==> src/rtl/drm_arb_pkg.sv <==
// -----------------------------------------------------------------------------
// drm_arb_pkg
// Shared definitions for the drm_20x256 RAM arbiter slice.
//   DEF_ADDR_WIDTH / DEF_DATA_WIDTH : default RAM geometry (20 x 256).
//   MAX_REQ                         : widest requester vector rr_pick handles.
//   rd_lat(output_reg)              : RAM read latency in cycles (1 + OUTPUT_REG).
//   rr_pick(req, ptr, n)            : one-hot round-robin pick among n requesters,
//                                     searching upward from index ptr.
// -----------------------------------------------------------------------------
package drm_arb_pkg;

  localparam int DEF_ADDR_WIDTH = 8;
  localparam int DEF_DATA_WIDTH = 20;
  localparam int MAX_REQ        = 4;

  function automatic int rd_lat(input int output_reg);
    return 1 + output_reg;
  endfunction

  // The first requesting index at or after ptr (mod n) wins.
  // Bits at and above n are never set.
  function automatic logic [MAX_REQ-1:0] rr_pick(input logic [MAX_REQ-1:0] req,
                                                 input logic [1:0]         ptr,
                                                 input int                 n);
    logic [MAX_REQ-1:0] gnt;
    logic               found;
    int                 j;
    gnt   = '0;
    found = 1'b0;
    for (int k = 0; k < MAX_REQ; k++) begin
      j = (int'(ptr) + k) % n;
      if ((k < n) && !found && req[j]) begin
        gnt[j] = 1'b1;
        found  = 1'b1;
      end
    end
    return gnt;
  endfunction

endpackage

==> src/rtl/drm_rr_arb.sv <==
// -----------------------------------------------------------------------------
// drm_rr_arb
// N-way round-robin arbiter with a registered priority pointer.
// Ports:
//   clk, rst_n : clock, asynchronous active-low reset
//   req [N]    : request vector
//   upd        : advance the pointer past the current winner (driven with |gnt)
//   gnt [N]    : one-hot grant, combinational, forced to 0 while in reset
//   idx        : binary index of the granted requester (0 when no grant)
// The pointer holds the index with highest priority next cycle; it resets to 0
// and moves to (winner + 1) mod N only in cycles that carry a grant.
// -----------------------------------------------------------------------------
module drm_rr_arb
  import drm_arb_pkg::*;
#(
  parameter  int N  = 2,
  localparam int IW = (N > 2) ? 2 : 1
) (
  input  logic          clk,
  input  logic          rst_n,
  input  logic [N-1:0]  req,
  input  logic          upd,
  output logic [N-1:0]  gnt,
  output logic [IW-1:0] idx
);

  logic [1:0]         ptr_q;
  logic [1:0]         next_ptr;
  logic [2:0]         idx_inc;
  logic [MAX_REQ-1:0] req_ext;
  logic [N-1:0]       pick;

  always_comb begin
    req_ext = MAX_REQ'(req);
    pick    = N'(rr_pick(req_ext, ptr_q, N));
    gnt     = rst_n ? pick : '0;
  end

  always_comb begin
    idx = '0;
    for (int i = 0; i < N; i++) begin
      if (gnt[i]) idx = IW'(i);
    end
  end

  always_comb begin
    idx_inc  = 3'(idx) + 3'd1;
    next_ptr = (idx_inc == 3'(N)) ? 2'd0 : idx_inc[1:0];
  end

  always_ff @(posedge clk or negedge rst_n) begin
    if (!rst_n) begin
      ptr_q <= 2'd0;
    end else if (upd) begin
      ptr_q <= next_ptr;
    end
  end

endmodule

==> src/rtl/drm_20x256_arb.sv <==
// -----------------------------------------------------------------------------
// drm_20x256_arb
// Round-robin arbiter / sequencer sharing one drm_20x256 simple-dual-port RAM
// (wr_clk = rd_clk = clk) among NUM_REQ requesters. Writes and reads are
// arbitrated independently.
//
// Handshake: a client raises req[i] and holds it with its address/data until
// it sees gnt[i]; the transfer happens in the cycle where req[i] && gnt[i],
// and address/data are sampled in that cycle. Grants are combinational,
// one-hot, and only ever given to a requesting index. The read return path
// has no back-pressure: rd_valid[i] pulses for one cycle with rd_data.
//
// Ports:
//   clk, rst_n            : clock, asynchronous active-low reset
//   wr_req/wr_addr/wr_data: per-requester write request, packed slices
//   wr_gnt                : one-hot write grant
//   rd_req/rd_addr        : per-requester read request, packed slices
//   rd_gnt                : one-hot read grant
//   rd_valid, rd_data     : one-hot read-return strobe and shared return data
//   ram_wr_en/addr/data   : registered RAM write port controls
//   ram_rd_addr           : registered RAM read address (holds when idle)
//   ram_rd_data           : RAM read data
//
// Timing (read accepted in cycle T): ram_rd_addr in T+1, return in
// T+2+OUTPUT_REG. Write accepted in T: ram_wr_en/addr/data in T+1.
// A write and a read reaching the RAM ports in the same cycle at the same
// address return the write data (write-first) via a bypass carried down the
// in-flight pipeline.
// -----------------------------------------------------------------------------
module drm_20x256_arb
  import drm_arb_pkg::*;
#(
  parameter int ADDR_WIDTH = DEF_ADDR_WIDTH,
  parameter int DATA_WIDTH = DEF_DATA_WIDTH,
  parameter int NUM_REQ    = 2,
  parameter int OUTPUT_REG = 0
) (
  input  logic                          clk,
  input  logic                          rst_n,
  input  logic [NUM_REQ-1:0]            wr_req,
  input  logic [NUM_REQ*ADDR_WIDTH-1:0] wr_addr,
  input  logic [NUM_REQ*DATA_WIDTH-1:0] wr_data,
  output logic [NUM_REQ-1:0]            wr_gnt,
  input  logic [NUM_REQ-1:0]            rd_req,
  input  logic [NUM_REQ*ADDR_WIDTH-1:0] rd_addr,
  output logic [NUM_REQ-1:0]            rd_gnt,
  output logic [NUM_REQ-1:0]            rd_valid,
  output logic [DATA_WIDTH-1:0]         rd_data,
  output logic                          ram_wr_en,
  output logic [ADDR_WIDTH-1:0]         ram_wr_addr,
  output logic [DATA_WIDTH-1:0]         ram_wr_data,
  output logic [ADDR_WIDTH-1:0]         ram_rd_addr,
  input  logic [DATA_WIDTH-1:0]         ram_rd_data
);

  localparam int IW     = (NUM_REQ > 2) ? 2 : 1;
  localparam int RD_LAT = rd_lat(OUTPUT_REG);
  localparam int LAST   = RD_LAT - 1;

  logic [IW-1:0] wr_idx;
  logic [IW-1:0] rd_idx;
  logic          wr_any;
  logic          rd_any;
  logic          collide;

  // Stage 0: read sitting at the RAM address port this cycle.
  logic                 s0_vld;
  logic [NUM_REQ-1:0]   s0_id;
  // Return stages: waiting for RAM data; index LAST drives the outputs.
  logic                 ret_vld  [RD_LAT];
  logic [NUM_REQ-1:0]   ret_id   [RD_LAT];
  logic                 ret_byp  [RD_LAT];
  logic [DATA_WIDTH-1:0] ret_bdat [RD_LAT];

  assign wr_any = |wr_gnt;
  assign rd_any = |rd_gnt;

  drm_rr_arb #(.N(NUM_REQ)) u_wr_arb (
    .clk   (clk),
    .rst_n (rst_n),
    .req   (wr_req),
    .upd   (wr_any),
    .gnt   (wr_gnt),
    .idx   (wr_idx)
  );

  drm_rr_arb #(.N(NUM_REQ)) u_rd_arb (
    .clk   (clk),
    .rst_n (rst_n),
    .req   (rd_req),
    .upd   (rd_any),
    .gnt   (rd_gnt),
    .idx   (rd_idx)
  );

  // Write port: one registered stage from grant to RAM. Address/data only
  // matter when ram_wr_en is high, so they simply hold otherwise.
  always_ff @(posedge clk or negedge rst_n) begin
    if (!rst_n) begin
      ram_wr_en   <= 1'b0;
      ram_wr_addr <= '0;
      ram_wr_data <= '0;
    end else begin
      ram_wr_en <= wr_any;
      if (wr_any) begin
        ram_wr_addr <= wr_addr[int'(wr_idx)*ADDR_WIDTH +: ADDR_WIDTH];
        ram_wr_data <= wr_data[int'(wr_idx)*DATA_WIDTH +: DATA_WIDTH];
      end
    end
  end

  // Same-RAM-cycle collision. Earlier writes are already in the array.
  assign collide = ram_wr_en && (ram_wr_addr == ram_rd_addr);

  always_ff @(posedge clk or negedge rst_n) begin
    if (!rst_n) begin
      ram_rd_addr <= '0;
      s0_vld      <= 1'b0;
      s0_id       <= '0;
      for (int i = 0; i < RD_LAT; i++) begin
        ret_vld[i]  <= 1'b0;
        ret_id[i]   <= '0;
        ret_byp[i]  <= 1'b0;
        ret_bdat[i] <= '0;
      end
    end else begin
      if (rd_any) begin
        ram_rd_addr <= rd_addr[int'(rd_idx)*ADDR_WIDTH +: ADDR_WIDTH];
      end
      s0_vld <= rd_any;
      s0_id  <= rd_gnt;
      // The bypass decision is taken while the read is at the RAM port and
      // then travels with the read until it is returned.
      ret_vld[0]  <= s0_vld;
      ret_id[0]   <= s0_id;
      ret_byp[0]  <= s0_vld && collide;
      ret_bdat[0] <= ram_wr_data;
      for (int i = 1; i < RD_LAT; i++) begin
        ret_vld[i]  <= ret_vld[i-1];
        ret_id[i]   <= ret_id[i-1];
        ret_byp[i]  <= ret_byp[i-1];
        ret_bdat[i] <= ret_bdat[i-1];
      end
    end
  end

  // RAM data arrives in the same cycle as the last stage, so the return is a
  // combinational select gated by that stage's valid.
  always_comb begin
    rd_valid = '0;
    rd_data  = '0;
    if (ret_vld[LAST]) begin
      rd_valid = ret_id[LAST];
      rd_data  = ret_byp[LAST] ? ret_bdat[LAST] : ram_rd_data;
    end
  end

endmodule

==> config.mk <==
export PLATFORM = sky130hd
export DESIGN_NAME = drm_20x256_arb
export DESIGN_NICKNAME = d
export VERILOG_FILES = /design/src/rtl/drm_arb_pkg.sv /design/src/rtl/drm_rr_arb.sv /design/src/rtl/drm_20x256_arb.sv
export SDC_FILE = /design/constraint.sdc
export NUM_CORES = 1
export LEC_CHECK = 0
export ABC_AREA = 1
export ABC_CLOCK_PERIOD_IN_PS = 1600
export CAP_MARGIN = 25
export CORE_MARGIN = 3
export CORE_UTILIZATION = 35
export DETAILED_ROUTE_END_ITERATION = 6
export GPL_ROUTABILITY_DRIVEN = 0
export PLACE_DENSITY = 0.76
export SKIP_LAST_GASP = 1
export SYNTH_ARGS = -nofsm -noshare
export SYNTH_HDL_FRONTEND = slang
export SYNTH_HIERARCHICAL = 1
export SYNTH_SLANG_ARGS = --single-unit
==> constraint.sdc <==
create_clock -name clk -period 1.6 [get_ports clk]
set_input_delay 0.24 -clock clk [delete_from_list [all_inputs] [get_ports clk]]
set_output_delay 0.24 -clock clk [all_outputs]
set_load 0.01 [all_outputs]
# Word-level counts from Yosys, hierarchy flattened
# Index checks and enable logic that the tools add are counted.
word_totals:
  elab_cells: 80
  inputBits: 98
  ff_bits: 66
  out_inout_bits: 63
op_classes:
  n_reduce_logical: 12
  n_lt_le_gt_ge: 8
  multipliers: 1
  mux: 33
  n_addsub: 4
  eq_ne: 3
  bitwise_logic: 4
  n_shift: 3
ops:
  columns: ["operator", "n"]
  rows:
  - ["20-bit 2-to-1 mux", 2]
  - ["40-bit by 7-bit variable part select with 20-bit output", 1]
  - ["16-bit by 5-bit variable part select with 8-bit output", 2]
  - ["1-bit 2-to-1 mux", 18]
  - ["2-bit 2-to-1 mux", 7]
  - ["8-bit equality test", 1]
  - ["1-bit logical AND", 8]
  - ["2-bit by 4-bit < comparator with 1-bit output (second input constant)", 2]
  - ["1-bit by 3-bit < comparator with 1-bit output (second input constant)", 2]
  - ["1-bit by 1-bit adder with 2-bit output (second input constant)", 2]
  - ["1-bit binary-select mux with 2-bit select", 2]
  - ["1-bit demux with 2-bit select", 2]
  - ["2-bit equality test (second input constant)", 2]
  - ["2-bit by 1-bit >= comparator with 1-bit output (second input constant)", 2]
  - ["1-bit by 3-bit multiplier with 4-bit output (second input constant)", 1]
  - ["2-bit OR", 2]
  - ["2-bit OR reduction", 2]
  - ["1-bit adder (second input constant)", 2]
  - ["1-bit AND (first input constant)", 2]
  - ["1-bit demux with 1-bit select", 2]
  - ["1-bit >= comparator (second input constant)", 2]
  - ["1-bit zero test", 2]

# Depth between registers and ports, before layout
# Gate-level depths: netlist of run 1.
depth:
  word_depth: 13
  ltp_mapped: 10
  mapped_depth_nobuf: 7

# Hierarchy
# The synthesis of run 1 kept the hierarchy.
by_module_without_submodules:
  columns: ["mod", "seq_area_each_um2", "n_inst", "cells_each", "area_each_um2"]
  rows:
  - ["drm_20x256_arb", 1601.5, 1, 332, 2808.9]
  - ["drm_rr_arb", 25.0, 2, 13, 77.6]

# Worst setup path before layout of run 1
# Ideal clock, no wire load.
synth_path:
  path_type: "reg2reg"
  start: "register u_wr_arb.ptr_q[0]"
  end: "register u_wr_arb.ptr_q[0]"
  path_slack_ps: 18
  t_arrival_ps: 1517
  n_path_buf: 3
  setup_ps: 65
  period_less_slack_ps: 1582
  stages_incl_launch_ff: 11
  required_time_ps: 1535
  path_cell_list: "dfrtp_1 inv_1 nand2_1 nand2_1 inv_1 buf_4 or2_1 buf_6 buf_6 or2_0 nand2_1"
synth_via:
  elab_chain_cells: 13
  word_cells_on_any_way: 29
  cone_classes: "add/sub: 2; order compare: 4; eq/ne: 1; mux: 15; bitwise: 2; reduce/logical: 5"
synth_lines:
  columns: ["item", "line_no", "rtl"]
  rows:
  - ["start: declaration", "drm_rr_arb.sv:27", "logic [1:0] ptr_q;"]
  - ["start signal: assignment", "drm_rr_arb.sv:55", "ptr_q <= next_ptr;"]
  - ["1-bit adder", "drm_arb_pkg.sv:31", "j = (int'(ptr) + k) % n;"]
  - ["1-bit AND (no line)", null, null]
  - ["2-bit by 4-bit < comparator with 1-bit output (not written as such) / 2-bit by 1-bit >= comparator with 1-bit output (equally long branches)", "drm_arb_pkg.sv:33", "gnt[j] = 1'b1;"]
  - ["1-bit logical AND (not written as such)", "drm_arb_pkg.sv:33", null]
  - ["1-bit 2-to-1 mux (not written as such)", "drm_arb_pkg.sv:33", null]
  - ["1-bit demux with 2-bit select", null, null]
  - ["2-bit OR (no line)", null, null]
  - ["2-bit 2-to-1 mux (*)", "drm_arb_pkg.sv:32", "if ((k < n) && !found && req[j]) begin"]
  - ["2-bit 2-to-1 mux (*)", "drm_rr_arb.sv:36", "gnt = rst_n ? pick : '0;"]
  - ["1-bit 2-to-1 mux (*)", "drm_rr_arb.sv:42", "if (gnt[i]) idx = IW'(i);"]
  - ["via wr_idx", "drm_20x256_arb.sv:60", "logic [IW-1:0] wr_idx;"]
  - ["1-bit by 1-bit adder with 2-bit output (*)", "drm_rr_arb.sv:47", "idx_inc = 3'(idx) + 3'd1;"]
  - ["2-bit equality test", "drm_rr_arb.sv:48", "next_ptr = (idx_inc == 3'(N)) ? 2'd0 : idx_inc[1:0];"]
  - ["1-bit 2-to-1 mux (*)", "drm_rr_arb.sv:48", null]
# Mark *: on every way through the listed nets, which the timed path passes. The rest lies on a longest branch. The select of a mux whose other input is x is not followed.
# A chain may end at the register's enable or synchronous reset.

# Final worst setup path of run 1
layout_path:
  start: "register ret_byp"
  end: "output rd_data[1]"
layout_via:
  elab_chain_cells: 2
layout_lines:
  columns: ["item", "line_no", "rtl"]
  rows:
  - ["start: declaration", "drm_20x256_arb.sv:72", "logic ret_byp [RD_LAT];"]
  - ["start signal: indexed assignment", "drm_20x256_arb.sv:141", "ret_byp[i] <= ret_byp[i-1];"]
  - ["20-bit 2-to-1 mux", "drm_20x256_arb.sv:154", "rd_data = ret_byp[LAST] ? ret_bdat[LAST] : ram_rd_data;"]
  - ["20-bit 2-to-1 mux", "drm_20x256_arb.sv:152", "if (ret_vld[LAST]) begin"]
  - ["end: declaration", "drm_20x256_arb.sv:48", "output logic [DATA_WIDTH-1:0] rd_data,"]
# No other way between the ends.

==> results of run 1 <==
[power by group through the flow]
| stage | Combinational (W) | Clock [W] | Sequential (W) |
|---|---|---|---|
| global placement | 0.00162 | 0 | 0.00229 |
| CTS | 0.00164 | 0.00140 | 0.00228 |
| floorplan | 0.000564 | 0 | 0.00236 |
| finish | 0.00165 | 0.00136 | 0.00229 |
| detailed placement | 0.00165 | 0 | 0.00230 |
| global route | 0.00180 | 0.00148 | 0.00233 |
[sequential cells by signal, indices dropped and copies added, names as in the netlist]
name / count
ram_rd_addr: 8
ram_wr_addr: 8
ram_wr_data: 20
ram_wr_en: 1
ret_bdat: 20
ret_byp: 1
ret_id: 2
ret_vld: 1
s0_id: 2
s0_vld: 1
u_rd_arb/ptr_q: 1
u_wr_arb/ptr_q: 1
[cells in the mapped netlist, types with 3 or more instances]
cell type	count	area, sq um
dfrtp_1	66	1650
buf_6	5	56.3
a31oi_1	30	188
nand2_1	95	357
buf_2	5	25.0
o21ai_0	20	100
clkbuf_1	10	37.5
xnor2_1	3	26.3
o211ai_1	5	37.5
inv_1	27	101
nor2_1	75	282
o21ai_1	6	30.0
[per-stage QoR]
stage / instance area (sq um) / hold slack (ns) / util, %
3_5_place_dp: 4740 / 0.337 / 59.5
5_1_grt: 5050 / 0.290 / 63.3
6_report: 5050 / 0.210 / 63.3
2_1_floorplan: 2960 / -0.0556 / -
4_1_cts: 4990 / 0.254 / 62.7
3_3_place_gp: 4740 / 0.337 / 59.5
[final cells by class]
cell class / instances / area, sq um / area share, %
clock buffer: 11 / 151 / 3.00
clock inverter: 3 / 40.0 / 0.793
inverter: 27 / 104 / 2.06
multi-input combinational: 243 / 1170 / 23.2
sequential: 66 / 1650 / 32.8
tap: 102 / 128 / 2.53
timing repair buffer: 184 / 1800 / 35.7
[logic make-up after synthesis]
family                    synth area share [%]
AOI/OAI and AO/OA                         12.7
and+or+nand+nor                           22.7
xor gates and xnor gates                 0.887
DFF                                       55.7
buffers and inverters                     7.94
[cells in the final DEF (no fill, tap or decap), types with 3 or more instances in the layout]
| cell type | synthesis | routed |
|---|---|---|
| a31oi_1 | 30 | 30 |
| buf_12 | 0 | 5 |
| buf_2 | 5 | 16 |
| buf_4 | 2 | 15 |
| clkbuf_8 | 0 | 11 |
| clkdlybuf4s15_2 | 0 | 4 |
| clkdlybuf4s50_1 | 0 | 132 |
| dfrtp_1 | 66 | 65 |
| dlygate4sd2_1 | 0 | 5 |
| inv_1 | 27 | 26 |
| nand2_1 | 95 | 95 |
| nor2_1 | 75 | 62 |
| nor2_2 | 0 | 10 |
| nor2_4 | 0 | 3 |
| o211ai_1 | 5 | 5 |
| o21ai_1 | 6 | 14 |
| o21ai_2 | 0 | 11 |
| xnor2_1 | 3 | 3 |
[worst min path at each step]
stage                                   from                          to  slack, ns
after floorplan                        rst_n  ram_rd_addr[0]$_DFFE_PN0P_      -0.06
after global placement    s0_id[1]$_DFF_PN0_         ret_id[1]$_DFF_PN0_       0.34
after detailed placement  s0_id[0]$_DFF_PN0_         ret_id[0]$_DFF_PN0_       0.34
after CTS                              rst_n  ram_wr_addr[0]$_DFFE_PN0P_       0.25
after global routing                   rst_n  ram_wr_addr[3]$_DFFE_PN0P_       0.29
final                                  rst_n           ret_vld$_DFF_PN0_       0.21
[per-layer routing]
metal,vias up,routed length (microns)
met5,-,0
met4,0,244
met3,20,633
met2,112,4590
met1,1335,3650
li1,1483,-
[timing repair]
| action | CTS | global route |
|---|---|---|
| pin swaps | 0 | 12 |
| resized for setup | 84 | 55 |
| setup endpoints to repair | 26 | 39 |
| gates cloned | 1 | 1 |
| setup buffers | 2 | 2 |
==> results.yml, run 1 <==
status:
  status: "finished with violations"
  violations: "setup timing"
power:
  power.static_leakage_nw: 2.30
  p_per_area_mw_per_mm2: 1050
  power_frac_comb_pct: 31.1
  pwr-share-seq_pct: 43.2
  ir_drop_v: 0.000560
  switching_share_pct: 29.4
  switching_power_w: 0.00156
  intPower_w: 0.00374
  p_clk_share_pct: 25.7
  finalPower_w: 0.00530
floorplan:
  io_pins: 161
  start_util_pct: 37.2
  die_x_microns: 98.0
  die_y_microns: 98.0
  coreArea_sq_mm: 0.00797
  dieArea_sq_mm: 0.00961
  placementRows: 32
global_route:
  grt_use_met3_pct: 4.29
  grt-busiest-layer: "met2"
  use_met2_pct: 32.5
  gr-total-overflow: 0
  antenna_found_initial: 0
  grt_pass1_wl_microns: 14000
  first_global_vias: 2891
  grt_use_total_pct: 18.5
  grt_max_degree: 67
  grtUsageMet1_pct: 21.2
timing:
  post-route-period-util_pct: 105
  maxSlewViolCount: 0
  hold_viol: 0
  setup_viol: 13
  finalWorstSetupSlack_ns: -0.0733
  rsz0062_at_grt: "yes"
  period_needed_ns: 1.67
  maxSlewHeadroom_pct: 47.0
  skew_ns: 0.00596
  tns_ns: -0.457
  timing.fmax_ghz: 0.598
  max_slew.worst_pin.slew_ns: 0.795
min_path:
  worstHoldPathType: "in2async"
setup_path:
  crit_end: "rd_data[1]"
  worstReg2RegEnd: "ram_wr_data[10]$_DFFE_PN0P_"
  path_class: "reg2out"
  startpoint_type: "register"
  r2r_start: "u_wr_arb/ptr_q[0]$_DFFE_PN0P_"
  worst-path-buf-inv: 2
  cp-end-kind: "primary output"
  cp_top_family: "flip-flops"
  worstSetupStartpoint: "ret_byp$_DFF_PN0_"
  max_stage_delay_ns: 0.48
  rr_worst_depth: 8
  r2r_setup_slack_ns: 0.14
  cp.required_ns: 1.36
  cp.depth: 4
  crit_slowest_cell: "dfrtp_2"
  worstPathCellList: "clkbuf_16, o21ai_2, nor2_1, clkdlybuf4s15_2"
  arrival_ns: 1.43
  critPathMaxFanout: 10
clocking:
  clock_latency_ns: 0.33
  clk_pin_slew_ns: 0.07
  cts_sinks: 66
  clockBufferDepth: 2
  cts_buffers: 9
  cts_htree_levels: 3
  cts_tree: "built"
  cts_root_buf: "clkbuf_8"
  hold_buffers: 0
layout:
  fillers: 644
  fin_cells: 636
  layout-drive-gt1-share_pct: 16.5
  num_antenna_cells: 0
  synthToLayoutAreaGrowth_pct: 70.2
  fin_nets: 629
place:
  port_buffers: 160
  place_inst: 616
  place_ws_ns: -0.203
  dp_hpwl_microns: 6690
drt:
  vias: 2950
  wl_microns: 9120
  ant_nets: 0
  drcViolationCount: 0
  viasPerCell: 4.64
  first_pass_iters: 4
  drt_iter0_drc: 56
  wl_per_cell_microns: 14.3
synth:
  synth-edff-count: 0
  ys_ff_latch: 66
  syn-cell-area_sq_mm: 0.00296
  synth_cell_types: 18
  seq_area_frac_synth_pct: 55.7
  yosys_warnings: 6
  syn_avg_cell_area_sq_um: 8.28
  syn-num-nets: 456
  ys.flop_type: "dfrtp_1"
  syn_inst: 358
  async_flop_share_pct: 100
flow_run:
  cap_violations: 0
Note: power is estimated with default switching activity, not from simulation.
==> run 2, diff against run 1 <==
--- a/config.mk
+++ b/config.mk
@@ -6,14 +6,15 @@
 export NUM_CORES = 1
 export LEC_CHECK = 0
 export ABC_AREA = 1
-export ABC_CLOCK_PERIOD_IN_PS = 1600
+export ABC_CLOCK_PERIOD_IN_PS = 2200
 export CAP_MARGIN = 25
 export CORE_MARGIN = 3
-export CORE_UTILIZATION = 35
+export CORE_UTILIZATION = 42
 export DETAILED_ROUTE_END_ITERATION = 6
 export GPL_ROUTABILITY_DRIVEN = 0
-export PLACE_DENSITY = 0.76
+export PLACE_DENSITY = 0.86
 export SKIP_LAST_GASP = 1
+export SLEW_MARGIN = 20
 export SYNTH_ARGS = -nofsm -noshare
 export SYNTH_HDL_FRONTEND = slang
 export SYNTH_HIERARCHICAL = 1
==> constraint.sdc (replaced) <==
create_clock -name clk -period 2.2 [get_ports clk]
set_input_delay 0.33 -clock clk [delete_from_list [all_inputs] [get_ports clk]]
set_output_delay 0.33 -clock clk [all_outputs]
set_load 0.01 [all_outputs]
==> results.yml, run 2 (same netlist as run 1, synthesis figures left out) <==
floorplan:
  dieArea_sq_mm: 0.00810
  start_util_pct: 44.9
  coreArea_sq_mm: 0.00660
  die_y_microns: 90.0
  placementRows: 29
  io_pins: 161
  die_x_microns: 90.0
setup_path:
  crit_end: "rd_data[15]"
  cp.required_ns: 1.87
  path_class: "reg2out"
  critPathMaxFanout: 20
  worst-path-buf-inv: 3
  worstReg2RegEnd: "ram_wr_data[9]$_DFFE_PN0P_"
  cp-end-kind: "primary output"
  cp_top_family: "buffers and inverters"
  worstPathCellList: "inv_1, buf_6, nor2_1, nor2_1, clkdlybuf4s50_1"
  worst_path_most_repeated_cell: "nor2_1"
  cp.depth: 5
  arrival_ns: 1.77
  worstSetupStartpoint: "ret_byp$_DFF_PN0_"
  r2r_setup_slack_ns: 0.59
  startpoint_type: "register"
  crit_slowest_cell: "clkdlybuf4s50_1"
  r2r_start: "u_wr_arb/ptr_q[0]$_DFFE_PN0P_"
  rr_worst_depth: 8
  max_stage_delay_ns: 0.55
global_route:
  first_global_vias: 2936
  grt_pass1_wl_microns: 14300
  antenna_found_initial: 0
  gr-total-overflow: 0
  grt_max_degree: 40
  grt_use_total_pct: 22.1
place:
  dp_hpwl_microns: 6710
  port_buffers: 160
  placedInstanceArea_sq_mm: 0.00462
timing:
  post-route-period-util_pct: 95.4
  setup_viol: 0
  rsz0062_at_grt: "no"
  maxSlewHeadroom_pct: 63.6
  hold_viol: 0
  skew_ns: 0.00626
  period_needed_ns: 2.10
  tns_ns: 0
  timing.fmax_ghz: 0.476
  maxSlewViolCount: 0
  max_slew.worst_pin.slew_ns: 0.546
  hold_ws_ns: 0.134
power:
  p_per_area_mw_per_mm2: 779
  ir_drop_v: 0.000430
  power.static_leakage_nw: 2.16
layout:
  finish.instance_area_sq_mm: 0.00481
  fin_util_pct: 72.9
  num_antenna_cells: 0
  layout-drive-gt1-share_pct: 5.57
  fin_nets: 615
  mostFrequentLayoutCells: "clkdlybuf4s50_1 (158), nand2_1 (95), nor2_1 (75)"
  layout_commonest_cell: "clkdlybuf4s50_1"
  reg_top3: "ram_wr_data (20), ret_bdat (20)"
  synthToLayoutAreaGrowth_pct: 62.4
  fillers: 497
clocking:
  cts_buffers: 9
  hold_buffers: 0
  clk_pin_slew_ns: 0.07
  cts_tree: "built"
  clockBufferDepth: 2
  cts_sinks: 66
  clock_latency_ns: 0.33
  cts_htree_levels: 3
  cts_root_buf: "clkbuf_8"
min_path:
  worstHoldPathType: "in2async"
drt:
  first_pass_iters: 4
  drt_iter0_drc: 83
  vias: 2901
  wl_microns: 8720
  ant_nets: 0
  viasPerCell: 4.72
  wl_per_cell_microns: 14.2
  drcViolationCount: 0
status:
  status: "complete, no violations"
flow_run:
  cap_violations: 0
-- run 2: cell types whose count changed in the layout (fill, tap and decap cells not counted), sizes merged --
cell           delta
buf              -27
clkdlybuf4s50    +26
dlygate4sd2       -5
clkdlybuf4s15     -4
clkbuf            -2
bufinv            -1
-- run 2: through the flow --
step	std cells	power, W	worst slack, ns
5_1_grt	614	0.00397	0.0226
2_1_floorplan	358	0.00212	0.618
4_1_cts	614	0.00379	0.0251
3_5_place_dp	599	0.00283	0.230
3_3_place_gp	599	0.00279	0.275
6_report	614	0.00375	0.101
-- run 2: report_power, final --
| group | internal (W) | switching, W |
|---|---|---|
| Sequential | 0.00148 | 0.000176 |
| Combinational | 0.000649 | 0.000502 |
| Clock | 0.000522 | 0.000422 |
| Total | 0.00265 | 0.00110 |
-- run 2: cell type report --
type                       count  area (sq um)  area share [%]
clock buffer                  13           179            3.72
clock inverter                 2          10.0           0.208
inverter                      27           101            2.10
multi-input combinational    243          1080            22.4
sequential                    66          1650            34.3
tap                           93           116            2.42
timing repair buffer         170          1680            34.8
-- run 2: what timing repair did --
item                                    4_1_cts  5_1_grt
buffers inserted                              0        0
endpoints found under the setup margin        0       15
endpoints found under the hold margin         0        0
gates resized for setup                       0        3
-- run 2: worst min path at each step --
stage,startpoint,endpoint,slack (ns),cells after the start
detailed placement,s0_id[1]$_DFF_PN0_,ret_id[1]$_DFF_PN0_,0.35,0
global placement,s0_id[1]$_DFF_PN0_,ret_id[1]$_DFF_PN0_,0.33,0
CTS,rst_n,ram_rd_addr[1]$_DFFE_PN0P_,0.14,2
global route,rst_n,ram_rd_addr[1]$_DFFE_PN0P_,0.15,2
finish,rst_n,ram_rd_addr[1]$_DFFE_PN0P_,0.13,2
floorplan,rst_n,ram_rd_addr[0]$_DFFE_PN0P_,0.03,0
-- run 2: worst reg2reg max path, delay by kind of cell (launching register included) --
family | cells | cell delay (ns)
AOI/OAI and AO/OA | 1 | 0.06
DFF | 1 | 0.39
and+or+nand+nor | 4 | 0.61
buffers and inverters | 3 | 0.41
-- run 2: per-layer routing --
layer | wire, microns | track usage (%) | vias up | part of all wire (%)
li1 | - | - | 1455 | -
met1 | 3500 | 24.7 | 1325 | 40
met2 | 4540 | 40.1 | 111 | 52
met3 | 574 | 7.10 | 10 | 6.6
met4 | 108 | 6.25 | 0 | 1.2
met5 | 0 | 0 | - | 0
==> run 3, diff against run 2 <==
--- a/config.mk
+++ b/config.mk
@@ -13,8 +13,7 @@
 export DETAILED_ROUTE_END_ITERATION = 6
 export GPL_ROUTABILITY_DRIVEN = 0
 export PLACE_DENSITY = 0.86
-export SKIP_LAST_GASP = 1
-export SLEW_MARGIN = 20
+export SLEW_MARGIN = 30
 export SYNTH_ARGS = -nofsm -noshare
 export SYNTH_HDL_FRONTEND = slang
 export SYNTH_HIERARCHICAL = 1
==> results of run 3 <==
Same layout as run 2: the final DEF is identical, and so are final timing and power.
